**src/rtl/pipe_pkg.sv**
```systemverilog
//------------------------------------------------------------------------------
// Module   : pipe_pkg
// Purpose  : Shared types and constants for the 5-stage MIPS pipeline.
// Revision : 1.0 - initial release
//------------------------------------------------------------------------------
`default_nettype none

package pipe_pkg;

  localparam int          INS_W    = 32;
  localparam logic [31:0] RESET_PC = 32'h0000_0000;
  // All-zero word decodes as sll $0,$0,0: a harmless write to $0.
  localparam logic [31:0] NOP_INS  = 32'h0000_0000;

  typedef enum logic [1:0] {
    S_FETCH = 2'd0,
    S_HOLD  = 2'd1,
    S_DROP  = 2'd2
  } if_state_t;

  // Instruction plus its sequential successor address, as handed to decode.
  typedef struct packed {
    logic [INS_W-1:0] ins;
    logic [INS_W-1:0] npc;
  } fetch_bundle_t;

  // Sequential successor; wraps modulo 2^32, low bits passed through.
  function automatic logic [INS_W-1:0] next_pc(input logic [INS_W-1:0] pc);
    return pc + 32'd4;
  endfunction

endpackage

`default_nettype wire

```
**src/rtl/if_stage_if.sv**
```systemverilog
//------------------------------------------------------------------------------
// Module   : if_stage_if
// Purpose  : Instruction-memory req/ack port between fetch and memory.
// Revision : 1.0 - initial release
//------------------------------------------------------------------------------
`default_nettype none

interface if_stage_if;
  logic        imem_req;
  logic [31:0] imem_addr;
  logic        imem_ack;
  logic [31:0] imem_rdata;

  modport master (
    output imem_req,
    output imem_addr,
    input  imem_ack,
    input  imem_rdata
  );

  modport slave (
    input  imem_req,
    input  imem_addr,
    output imem_ack,
    output imem_rdata
  );
endinterface

`default_nettype wire

```
**src/rtl/if_skid_buf.sv**
```systemverilog
//------------------------------------------------------------------------------
// Module   : if_skid_buf
// Purpose  : Fetch output register pair plus a one-entry skid slot that parks
//            a word returned while decode is stalled.
// Revision : 1.0 - initial release
//------------------------------------------------------------------------------
`default_nettype none

module if_skid_buf
  import pipe_pkg::*;
#(
  parameter logic [31:0] NOP_INS = pipe_pkg::NOP_INS
) (
  input  wire           clk,
  input  wire           rst,        // asynchronous, active-low
  input  wire           load_out,   // in_data -> output regs, mark valid
  input  wire           park,       // in_data -> skid slot
  input  wire           unpark,     // skid slot -> output regs, mark valid
  input  wire           flush,      // outputs invalid/NOP, skid cleared
  input  fetch_bundle_t in_data,
  output fetch_bundle_t out_data,
  output logic          out_valid
);

  fetch_bundle_t out_q, out_d;
  fetch_bundle_t skid_q, skid_d;
  logic          valid_q, valid_d;

  // Next-state for output and skid registers; flush dominates everything.
  always_comb begin
    out_d   = out_q;
    skid_d  = skid_q;
    valid_d = valid_q;
    if (flush) begin
      out_d.ins = NOP_INS;
      valid_d   = 1'b0;
      skid_d    = '0;
    end else begin
      if (unpark) begin
        out_d   = skid_q;
        valid_d = 1'b1;
      end else if (load_out) begin
        out_d   = in_data;
        valid_d = 1'b1;
      end
      if (park) begin
        skid_d = in_data;
      end
    end
  end

  // State registers with asynchronous reset to an empty, invalid buffer.
  always_ff @(posedge clk or negedge rst) begin
    if (!rst) begin
      out_q.ins <= NOP_INS;
      out_q.npc <= '0;
      skid_q    <= '0;
      valid_q   <= 1'b0;
    end else begin
      out_q   <= out_d;
      skid_q  <= skid_d;
      valid_q <= valid_d;
    end
  end

  assign out_data  = out_q;
  assign out_valid = valid_q;

endmodule

`default_nettype wire

```
**src/rtl/if_stage.sv**
```systemverilog
//------------------------------------------------------------------------------
// Module   : if_stage
// Purpose  : Instruction-fetch stage: owns the PC, drives the instruction
//            memory req/ack port, absorbs decode stalls and applies redirects.
// Revision : 1.0 - initial release
//------------------------------------------------------------------------------
`default_nettype none

module if_stage #(
  parameter logic [31:0] RESET_PC = pipe_pkg::RESET_PC,
  parameter logic [31:0] NOP_INS  = pipe_pkg::NOP_INS
) (
  input  wire                clk,
  input  wire                rst,          // asynchronous, active-low
  if_stage_if.master         imem,
  input  wire                stall,
  input  wire                redirect,
  input  wire  [31:0]        redirect_pc,
  output logic [31:0]        ins,
  output logic [31:0]        npc_o,
  output logic               ins_valid
);

  import pipe_pkg::*;

  if_state_t     state_q, state_d;
  logic [31:0]   pc_q, pc_d;
  logic [31:0]   redir_q, redir_d;
  logic [31:0]   pc_inc;
  logic          load_out, park, unpark, flush;
  fetch_bundle_t fetched;
  fetch_bundle_t out_data;

  assign pc_inc  = next_pc(pc_q);
  assign fetched = '{ins: imem.imem_rdata, npc: pc_inc};

  // Request stays up in FETCH/DROP so the address is stable until ack;
  // gated by reset so a pending fetch is abandoned immediately.
  assign imem.imem_req  = rst & (state_q != S_HOLD);
  assign imem.imem_addr = pc_q;

  // Fetch control: redirect > stall > normal flow.
  always_comb begin
    state_d  = state_q;
    pc_d     = pc_q;
    redir_d  = redir_q;
    load_out = 1'b0;
    park     = 1'b0;
    unpark   = 1'b0;
    flush    = 1'b0;
    case (state_q)
      S_FETCH: begin
        if (redirect) begin
          flush = 1'b1;
          if (imem.imem_ack) begin
            pc_d = redirect_pc;
          end else begin
            // Keep the outstanding address stable; retarget after ack.
            redir_d = redirect_pc;
            state_d = S_DROP;
          end
        end else if (imem.imem_ack) begin
          pc_d = pc_inc;
          if (!ins_valid || !stall) begin
            load_out = 1'b1;
          end else begin
            park    = 1'b1;
            state_d = S_HOLD;
          end
        end else if (!stall) begin
          flush = 1'b1;  // bubble
        end
      end
      S_HOLD: begin
        if (redirect) begin
          flush   = 1'b1;
          pc_d    = redirect_pc;
          state_d = S_FETCH;
        end else if (!stall) begin
          unpark  = 1'b1;
          state_d = S_FETCH;
        end
      end
      S_DROP: begin
        flush = 1'b1;
        if (redirect) begin
          redir_d = redirect_pc;
        end
        if (imem.imem_ack) begin
          pc_d    = redirect ? redirect_pc : redir_q;
          state_d = S_FETCH;
        end
      end
      default: begin
        state_d = S_FETCH;
      end
    endcase
  end

  // PC, state and pending-redirect registers.
  always_ff @(posedge clk or negedge rst) begin
    if (!rst) begin
      state_q <= S_FETCH;
      pc_q    <= RESET_PC;
      redir_q <= '0;
    end else begin
      state_q <= state_d;
      pc_q    <= pc_d;
      redir_q <= redir_d;
    end
  end

  if_skid_buf #(
    .NOP_INS (NOP_INS)
  ) u_skid (
    .clk       (clk),
    .rst       (rst),
    .load_out  (load_out),
    .park      (park),
    .unpark    (unpark),
    .flush     (flush),
    .in_data   (fetched),
    .out_data  (out_data),
    .out_valid (ins_valid)
  );

  assign ins   = out_data.ins;
  assign npc_o = out_data.npc;

endmodule

`default_nettype wire

```
**src/flat_wrapper.sv**
```systemverilog
// flat-port wrapper written by rule: the top's interface ports become plain ports
module if_stage_flat import pipe_pkg::*;
#(
  parameter logic [31:0] RESET_PC = pipe_pkg::RESET_PC,
  parameter logic [31:0] NOP_INS  = pipe_pkg::NOP_INS
)
  (clk, rst, stall, redirect, redirect_pc, ins, npc_o, ins_valid, imem_imem_req, imem_imem_addr, imem_imem_ack, imem_imem_rdata);
  if_stage_if imem_i ();
  input  wire clk;
  input  wire rst;
  input  wire stall;
  input  wire redirect;
  input  wire  [31:0] redirect_pc;
  output logic [31:0] ins;
  output logic [31:0] npc_o;
  output logic ins_valid;
  output wire logic [$bits(imem_i.imem_req)-1:0] imem_imem_req;
  output wire logic [$bits(imem_i.imem_addr)-1:0] imem_imem_addr;
  input wire logic [$bits(imem_i.imem_ack)-1:0] imem_imem_ack;
  input wire logic [$bits(imem_i.imem_rdata)-1:0] imem_imem_rdata;
  assign imem_imem_req = imem_i.imem_req;
  assign imem_imem_addr = imem_i.imem_addr;
  assign imem_i.imem_ack = imem_imem_ack;
  assign imem_i.imem_rdata = imem_imem_rdata;
  if_stage #(.RESET_PC(RESET_PC), .NOP_INS(NOP_INS)) u_core (.clk(clk), .rst(rst), .imem(imem_i), .stall(stall), .redirect(redirect), .redirect_pc(redirect_pc), .ins(ins), .npc_o(npc_o), .ins_valid(ins_valid));
endmodule
```
**config.mk**
```make
export PLATFORM = sky130hd
export DESIGN_NAME = if_stage_flat
export DESIGN_NICKNAME = d
export VERILOG_FILES = /design/src/rtl/pipe_pkg.sv /design/src/rtl/if_stage_if.sv /design/src/rtl/if_skid_buf.sv /design/src/rtl/if_stage.sv /design/src/flat_wrapper.sv
export SDC_FILE = /design/constraint.sdc
export NUM_CORES = 1
export LEC_CHECK = 0
export BUFFER_PORTS_ARGS = -buffer_cell sky130_fd_sc_hd__buf_4
export CORE_MARGIN = 3
export CORE_UTILIZATION = 61
export DETAILED_ROUTE_END_ITERATION = 8
export GPL_ROUTABILITY_DRIVEN = 1
export MAX_ROUTING_LAYER = met4
export PLACE_DENSITY = 0.86
export SYNTH_ARGS = -nofsm -noshare
export SYNTH_HDL_FRONTEND = slang
export SYNTH_SLANG_ARGS = --single-unit
```
**constraint.sdc**
```tcl
create_clock -name clk -period 4.2 [get_ports clk]
set_input_delay 0.84 -clock clk [delete_from_list [all_inputs] [get_ports clk]]
set_output_delay 0.84 -clock clk [all_outputs]
set_load 0.01 [all_outputs]
```
==> results.md, run 1 <==
* Critical path class: reg -> reg
* Post-Route M1 WL at 11.2 mm
* Post-synth EDFFs at 0
* Area Growth Syn to Fin at 19.6%
* Commonest cells post-synth: nand2_1 (221), dfrtp_1 (195), a21oi_1 (101), nor2_1 (88), clkbuf_1 (63)
* Area leader, netlist: dfrtp_1
* CP required at ~4.5 ns
* Setup Fix Bufs, Post-CTS at 0
* Cts hold-fix bufs at 0
* Slowest stage delay, CP at 0.59 ns
* Chip height at 132 um
* CP cell instances: inv_1, ha_1, or3b_1, a211oi_4, or3_1, buf_4, a211oi_1, a21o_1
* Fmax at 334 MHz
* Largest net degree at the start of global routing at 149
* CP arrival at 3.32 ns
* DIE WIDTH at 132 um
* Post_cts resized at 0
* Reg clk slew, reported paths at about 0.07 ns
* Setup crit start kind: flop
* WL final at 26.4 mm
* Final hold vios at 0
* Pre-antenna DRT Iters at 6
* Sw Pwr at around 3.6 mW
* Leakage at 5.19 nW
* Syn Std Cell Area at 9750 um2
* Tmin final at 3.00 ns
* R2R Path End: u_core.u_skid.out_data[18]
* Clock Skew at 0.00834 ns
* Largest delay contributor family on the critical path: simple AND/OR/NAND/NOR gates
* Final period util at 71.4%
* Vias/cell at 6.21
* Clk network pwr share at 18.5%
* Comb pwr share at 45.3%
* Routability Congestion at 0.911
* Cells after Synth at about 1,100
* Worst Setup End Kind: flop
* First-iteration detailed-routing DRC count at around 1,100
* Setup violations, final at 0
* Final core utilization at between 70 and 80%
* ANT nets after route at 0
* First-pass GRT wire length at 42.5 mm
* Yosys top cell area share at 50.1%
* PwrDens at 724 nW/um2
* Status: finished clean
* Count leader, synth: nand2_1
* Buf+Inv Stages, Crit Path at 2
* Area contributors post-synth: dfrtp_1 (50%), nand2_1 (8.5%), a21oi_1 (5.2%)
* DR WL met2 at about 12 mm
* Crit Reg-Reg Startpoint: u_core.state_q[1]
* Bufs on Longest Clock Path at 2
* Sw frac at 42.2%
* Die ar. at 17,500 um2
* Number of global-route vias before repair at about 8,300
* Syn Nets at 1,145
* Critical path endpoint: u_core.u_skid.out_data[18]
* Global Route Usage Sum at a little under a third
* Final net count at 1,264
* P_int at 4.88 mW
* Antenna violations before repair at 0
* Via count at just under 9,000
* # H-tree levels at 4
* Fillers at 1,100
* Core area at ~15,000 um2
* Root Driver: clkbuf_16
* CTS buffer count at 17
* Critical Path Start: u_core.state_q[1]
* Row cnt at between 40 and 50
* Main synth FF type: dfrtp_1
* Grt ovf at 0
* R2R Setup Slk at 1.20 ns
* Initial Util at 63.2%
* Worst-margin pin slew at roughly 1.1 ns
* Max-slew headroom at 29.3%
* Crit. path cell count at 8
* Max IR drop VDD at 433 uV
* Number of remaining DRC errors at 0
* Setup TNS at 0 ns
* Final slew viol count at 0
* Hpwl dp at 17.1 mm
* Seq/Total Area, Yosys at 50.1%
* Number of I/O pins at between 150 and 200
* Synthesized area per cell at 9.11 um2
* Highest routed layer: met4
* Avg WL per Cell at 18.7 um
* Yosys reg bits at 195
* FFs w/ async S/R, synth at 100%
* Clk Latency, worst-skew pair at 0.44 ns
* Library cells used by synthesis at 57
* Share of layout cells above drive strength 1 at 22.5%
* Met3 routed WL at 2.41 mm
* Max_cap viols at 0
* Sequential fraction of design power at 36.3%
* Slowest-stage cell, CP: or3_1
* Critical Path Fanout Max at 19
* Sink Count at 195
* Synth Warn # at 0
* CTS tree: built
* Diodes inserted at 0
* IO Port Bufs at 166
* Unrepaired setup endpoints after global routing: false
* Min-delay worst type: in -> async
* R2R depth at 8
-- placed cells by master, fill, tap and decap left out, types with 3 or more instances in the layout --
master,n
nand4_1,14
o21ai_0,60
mux2i_1,6
nand3_1,31
a221oi_1,8
xor2_1,16
a2bb2oi_1,7
nor2_1,87
inv_1,10
o211ai_1,16
a31o_2,3
a211o_1,8
a211oi_1,18
a31oi_1,10
a32o_1,3
mux2_2,39
o21a_1,3
a21o_1,9
nor4_1,5
inv_8,5
o31ai_1,5
ha_1,6
nor3_2,3
and4_1,4
and3_1,6
clkinv_2,3
dfrtp_1,195
o22ai_1,3
xnor2_1,11
nor2b_1,3
nand2_1,220
a21oi_1,100
clkinvlp_4,3
o22a_1,3
nor3_1,9
buf_4,183
clkbuf_16,17
a311oi_1,32
-- registers in the layout, summed over array words and instances, names as in the netlist --
| register | cells |
|---|---|
| u_core.state_q | 2 |
| u_core.u_skid.skid_q | 64 |
| u_core.u_skid.out_data | 64 |
| u_core.redir_q | 32 |
| u_core.u_skid.out_valid | 1 |
| u_core.imem.imem_addr | 32 |
-- cells by family (layout without fill, tap and decap cells) --
kind of cell,Yosys count,in the layout,share of synthesized area (%)
mux,45,45,5.12
buf+inv,96,228,3.94
compound gates,305,305,20.3
simple gates,396,396,17.3
flops,195,195,50.1
fa+ha+maj,6,6,0.770
xor+xnor,27,27,2.43
-- area by class of cell --
cell class | count | area [um2] | share of cell area [%]
flip-flops and latches | 195 | 4880 | 41.8
multi-input cells | 779 | 4510 | 38.7
repair buffers | 185 | 1410 | 12.1
clock buffers | 18 | 439 | 3.77
well taps | 211 | 264 | 2.26
clock inverters | 14 | 120 | 1.03
inverters | 11 | 41.3 | 0.354
-- worst min path at each step --
stage,startpoint,to,cells after the start
after global routing,rst,u_core.u_skid.out_data[55],1
after floorplan,u_core.u_skid.skid_q[2],u_core.u_skid.skid_q[2],2
after CTS,rst,u_core.u_skid.out_data[55],1
after detailed placement,u_core.u_skid.out_data[6],u_core.u_skid.out_data[6],2
after global placement,u_core.u_skid.out_data[12],u_core.u_skid.out_data[12],2
final,rst,u_core.u_skid.out_data[55],1
-- through the flow --
step	hold WS, ns	worst slack [ns]	cells	power, mW	area [um2]
2_1_floorplan	0.475	1.75	1070	5.36	9750
3_3_place_gp	0.462	1.31	1381	6.67	11100
3_5_place_dp	0.464	1.21	1381	6.82	11100
4_1_cts	0.345	1.22	1413	8.39	11700
5_1_grt	0.337	1.03	1413	8.95	11700
6_report	0.329	1.20	1413	8.44	11700
-- power groups by stage --
stage               Combinational (mW)  Clock [mW]  Sequential, mW
floorplan                         2.29           0            3.07
global placement                  3.63           0            3.04
detailed placement                3.76           0            3.06
CTS                               3.78        1.57            3.04
global route                      4.15        1.66            3.13
finish                            3.82        1.56            3.06
-- metal layers --
| layer | track usage, % | vias to the layer above |
|---|---|---|
| li1 | - | 4049 |
| met1 | 42.5 | 4202 |
| met2 | 46.6 | 470 |
| met3 | 5.78 | 47 |
| met4 | 8.37 | 0 |
| met5 | - | - |
-- worst reg2reg max path, delay by kind of cell, from the launching register on --
family	cells	cell delay, ns
and+or+nand+nor	2	1.04
AOI/OAI and AO/OA	3	0.59
buffers and inverters	2	0.44
DFF	1	0.45
adders and majority gates	1	0.37
No activity file was read; power rests on OpenSTA's default activity.
==> inputs of run 2 (changes only) <==
Settings changed: CORE_UTILIZATION 61 to 57, PLACE_DENSITY 0.86 to 0.81.
Clock period 4.2 ns to 2.9 ns, I/O delays scaled along.
==> run 2 against run 1 <==
Effect of this change: maximum frequency increased by 17%; total power increased by 46%; clock skew down 0.0012 ns; register-to-register slack got worse by 0.86 ns; largest cell class unchanged; largest power group unchanged; highest routed layer unchanged.
==> results.md, run 2 (same netlist as run 1, synthesis figures left out) <==
* Post-Route M1 WL at roughly 11 mm
* Inst Count DP at 1,398
* Pre-antenna DRT Iters at 5
* Met3 routed WL at 2.34 mm
* Row cnt at 47
* Reg clk slew, reported paths at 0.07 ns
* Sw Pwr at 5.11 mW
* First-iteration detailed-routing DRC count at 704
* R2R Setup Slk at 0.34 ns
* ANT nets after route at 0
* Setup TNS at 0 ns
* Hpwl dp at between 15 and 20 mm
* Worst Setup End Kind: flop
* Avg WL per Cell at between 15 and 20 um
* Max IR drop VDD at roughly 610 uV
* Critical path class: reg -> reg
* Bufs on Longest Clock Path at 2
* Sw frac at between 40 and 50%
* Root Driver: clkbuf_16
* Critical Path Start: u_core.state_q[1]
* Number of global-route vias before repair at 8,204
* WL final at 26.0 mm
* Global Route Usage Sum at 29.1%
* Post-Place Cell Area at 11,200 um2
* Clock Skew at 0.00713 ns
* DP Worst Slack at 0.378 ns
* PwrDens at 1040 nW/um2
* Min-delay worst type: in -> async
* Tmin final at 2.56 ns
* Diodes inserted at 0
* Setup crit start kind: flop
* Most common cell after layout, fill and taps aside: nand2_1
* Fmax at 391 MHz
* Initial Util at 58.6%
* Die ar. at around 19,000 um2
* Number of I/O pins at 167
* Number of remaining DRC errors at 0
* Post_cts resized at 0
* Min Hold Slack at 0.286 ns
* First-pass GRT wire length at 42.2 mm
* Highest routed layer: met4
* Final core utilization at 70.8%
* Chip height at 137 um
* Comb pwr share at 45.4%
* R2R Path End: u_core.u_skid.out_data[53]
* Cts hold-fix bufs at 0
* CP required at 3.18 ns
* Final Non-Filler Cells at approximately 1,400
* Antenna violations before repair at 0
* Total power at ~12 mW
* Status: finished clean
* Grt ovf at 0
* Setup Fix Bufs, Post-CTS at 0
* Final period util at 88.3%
* Final net count at around 1,300
* Final hold vios at 0
* CTS buffer count at 17
* P_int at 7.18 mW
* Routability Congestion at 0.930
* Max_cap viols at 0
* Leakage at between 5 and 6 nW
* DIE WIDTH at about 140 um
* Setup ws final at 0.339 ns
* Commonest cells after routing, fill and taps aside: nand2_1 (220), dfrtp_1 (195), buf_4 (188), a21oi_1 (100), nor2_1 (87)
* Max-slew headroom at 25.6%
* Sequential fraction of design power at a little over a third
* Unrepaired setup endpoints after global routing: false
* Area Growth Syn to Fin at 20.9%
* # H-tree levels at 4
* Crit Reg-Reg Startpoint: u_core.state_q[1]
* Worst-margin pin slew at 1.12 ns
* Clk network pwr share at a little under a fifth
* Setup violations, final at 0
* Final slew viol count at 0
* IO Port Bufs at 166
* Critical Path Fanout Max at 60
* Core area at 16,600 um2
* Sink Count at 195
* Largest net degree at the start of global routing at 156
* R2R depth at 6
* DR WL met2 at 12.0 mm
* Fin area at 11,800 um2
* Share of layout cells above drive strength 1 at 23.1%
* Vias/cell at ~6.0
* CP arrival at 2.85 ns
* Clk Latency, worst-skew pair at 0.44 ns
* CTS tree: built
* Via count at 8,624
==> run 2: power groups by stage <==
| stage | logic, mW | clock network, mW | registers [mW] |
|---|---|---|---|
| 4_1_cts | 5.56 | 2.34 | 4.37 |
| 3_5_place_dp | 5.52 | 0 | 4.41 |
| 2_1_floorplan | 3.31 | 0 | 4.44 |
| 3_3_place_gp | 5.39 | 0 | 4.37 |
| 5_1_grt | 6.15 | 2.46 | 4.51 |
| 6_report | 5.58 | 2.32 | 4.39 |
==> run 2: routing by layer <==
| metal | track usage [%] | up-vias |
|---|---|---|
| met4 | 7.98 | 0 |
| li1 | - | 4068 |
| met1 | 41.7 | 4133 |
| met3 | 5.48 | 44 |
| met5 | - | - |
| met2 | 43.0 | 379 |
==> run 2: how the worst max path moves through the flow <==
stage                                      end  slack (ns)
floorplan           u_core.u_skid.out_data[19]        0.62
global placement       u_core.u_skid.out_valid        0.49
detailed placement  u_core.u_skid.out_data[53]        0.38
CTS                 u_core.u_skid.out_data[53]        0.38
global route        u_core.u_skid.out_data[35]        0.15
finish              u_core.u_skid.out_data[53]        0.34
==> run 2: cell type report <==
type / count / area, um2
Clock inverter: 15 / 148
Clock buffer: 17 / 425
Tap cell: 220 / 275
Inverter: 11 / 41.3
Multi-Input combinational cell: 779 / 4510
Timing Repair Buffer: 193 / 1510
Sequential cell: 195 / 4880
Fill cell: 1293 / 4860
==> run 2: critical path: stages (launching register included) <==
cell and delay, ns:
dfrtp_1 0.45, inv_1 0.14, ha_1 0.36, or3b_1 0.45, a211oi_4 0.29, buf_4 0.56, a311oi_1 0.12
==> inputs of run 3 (changes only) <==
Settings changed: CORE_MARGIN 3 to 1.5.
==> run 3 against run 2 <==
Effect of this change: clock-buffer cell count is 4 higher; sequential power hardly changed; global-route usage is 1.2 points higher; die area is 4.3% lower; clock skew is 0.00059 ns lower; register-to-register slack worse by 0.04 ns; critical endpoint is now u_core.u_skid.skid_q[53].
==> results.md, run 3 (same netlist as run 1, synthesis figures left out) <==
* Setup violations, final at 0
* WL final at 25.2 mm
* Final slew viol count at 0
* Final core utilization at 71.1%
* Cts hold-fix bufs at 0
* IO Port Bufs at 166
* R2R Path End: u_core.u_skid.skid_q[53]
* PwrDens at 1060 nW/um2
* Number of global-route vias before repair at 8,163
* CP cell instances: inv_1, ha_1, or3b_1, a211oi_4, buf_4, a21oi_1
* Diodes inserted at 0
* Number of I/O pins at between 150 and 200
* Max-slew headroom at roughly 28%
* Met1 usage at 43.2%
* Routability Congestion at 0.888
* Most common cell after layout, fill and taps aside: nand2_1
* Grt ovf at 0
* Clock Skew at around 0.0065 ns
* Share of layout cells above drive strength 1 at 22.7%
* Root Driver: clkbuf_16
* Tmin final at 2.60 ns
* Antenna violations before repair at 0
* Routing usage on met3 at under 10%
* Chip height at 134 um
* Vias/cell at between 6 and 7
* Avg WL per Cell at between 15 and 20 um
* Pre-antenna DRT Iters at 5
* ANT nets after route at 0
* # H-tree levels at 4
* CTS buffer count at 17
* Sink Count at 195
* Max_cap viols at 0
* Global Route Usage Sum at 30.3%
* Commonest cells after routing, fill and taps aside: nand2_1 (220), dfrtp_1 (195), buf_4 (183), a21oi_1 (100), nor2_1 (87)
* Met2 usage at 44.6%
* Setup crit start kind: flop
* Fmax at 384 MHz
* Inst Count DP at 1,394
* Area Growth Syn to Fin at 21.4%
* Core area at 16,600 um2
* Worst Setup End Kind: flop
* Final net count at roughly 1,300
* DIE WIDTH at 134 um
* Via count at 8,749
* Worst-margin pin slew at ~1.1 ns
* CP arrival at 2.88 ns
* R2R depth at 6
* First-iteration detailed-routing DRC count at 763
* GRT busiest layer: met2
* Setup Fix Bufs, Post-CTS at 0
* Reg clk slew, reported paths at roughly 0.070 ns
* Final Non-Filler Cells at 1,426
* CTS tree: built
* Unrepaired setup endpoints after global routing: false
* Post_cts resized at 0
* Critical Path Fanout Max at 70
* Crit Reg-Reg Startpoint: u_core.state_q[1]
* Final hold vios at 0
* Initial Util at 58.6%
* Setup TNS at 0 ns
* Status: finished clean
* Max IR drop VDD at 651 uV
* Slowest stage delay, CP at 0.61 ns
* Clk Latency, worst-skew pair at 0.43 ns
* Critical path class: reg -> reg
* Final period util at 89.7%
* R2R Setup Slk at 0.30 ns
* CP required at about 3.2 ns
* Leakage at 5.27 nW
* Bufs on Longest Clock Path at 2
* First-pass GRT wire length at 42.1 mm
* Row cnt at 47
* Slowest-stage cell, CP: buf_4
* Hpwl dp at 16.8 mm
* Die ar. at 17,900 um2
* Largest net degree at the start of global routing at ~110
* Number of remaining DRC errors at 0
* Min-delay worst type: in -> async
==> run 3: cell types whose count changed in the layout (fill, tap and decap cells not counted) <==
cell / previous run / this run
buf_12: 4 / 5
buf_4: 188 / 183
bufinv_16: 1 / 4
clkbuf_1: 0 / 1
clkbuf_8: 1 / 4
clkinv_2: 1 / 2
clkinv_4: 3 / 0
clkinvlp_4: 5 / 2
inv_8: 2 / 0
==> run 3: report_power, final <==
group | switching, mW | internal [mW] | total [mW] | leakage, nW
Sequential | 0.815 | 3.59 | 4.41 | 2.52
Combinational | 3.16 | 2.39 | 5.55 | 2.44
Clock | 1.03 | 1.52 | 2.55 | 0.310
==> run 3: metal layers <==
layer  part of all wire [%]  up-vias
li1                       -     4052
met1                     44     4252
met2                     46      400
met3                    8.2       45
met4                    1.9        0
met5                      0        -
==> run 3: layout make-up <==
cell class | count | area [um2]
fill | 1280 | 4810
clock buffer | 21 | 470
tap | 220 | 275
inverter | 11 | 41.3
sequential | 195 | 4880
timing repair buffer | 189 | 1490
clock inverter | 11 | 171
multi-input combinational | 779 | 4510
==> run 3: worst max-delay path by stage <==
stage	start	endpoint	cells after the start
finish	u_core.state_q[1]	u_core.u_skid.skid_q[53]	6
floorplan	u_core.state_q[1]	u_core.u_skid.out_data[19]	9
global route	u_core.state_q[1]	u_core.u_skid.skid_q[57]	6
global placement	u_core.state_q[1]	u_core.u_skid.out_valid	6
detailed placement	u_core.state_q[0]	u_core.u_skid.skid_q[43]	6
CTS	u_core.state_q[1]	u_core.u_skid.out_data[35]	6
==> run 3: critical path, delay by kind of cell (launching register included) <==
family	cells	cell delay, ns
adder cells (fa/ha/maj)	1	0.36
AO/OA/AOI/OAI	2	0.40
buffers and inverters	2	0.74
AND/OR/NAND/NOR	1	0.45
flip-flops	1	0.45
==> run 3: through the flow <==
| stage | power [mW] | hold WS, ns | setup slack (ns) | cell area, um2 |
|---|---|---|---|---|
| 2_1_floorplan | 7.76 | 0.284 | 0.622 | 9750 |
| 3_3_place_gp | 9.73 | 0.451 | 0.437 | 11200 |
| 3_5_place_dp | 9.91 | 0.467 | 0.315 | 11200 |
| 4_1_cts | 12.5 | 0.0251 | 0.319 | 11800 |
| 5_1_grt | 13.3 | 0.0292 | 0.106 | 11800 |
| 6_report | 12.5 | 0.0277 | 0.297 | 11800 |
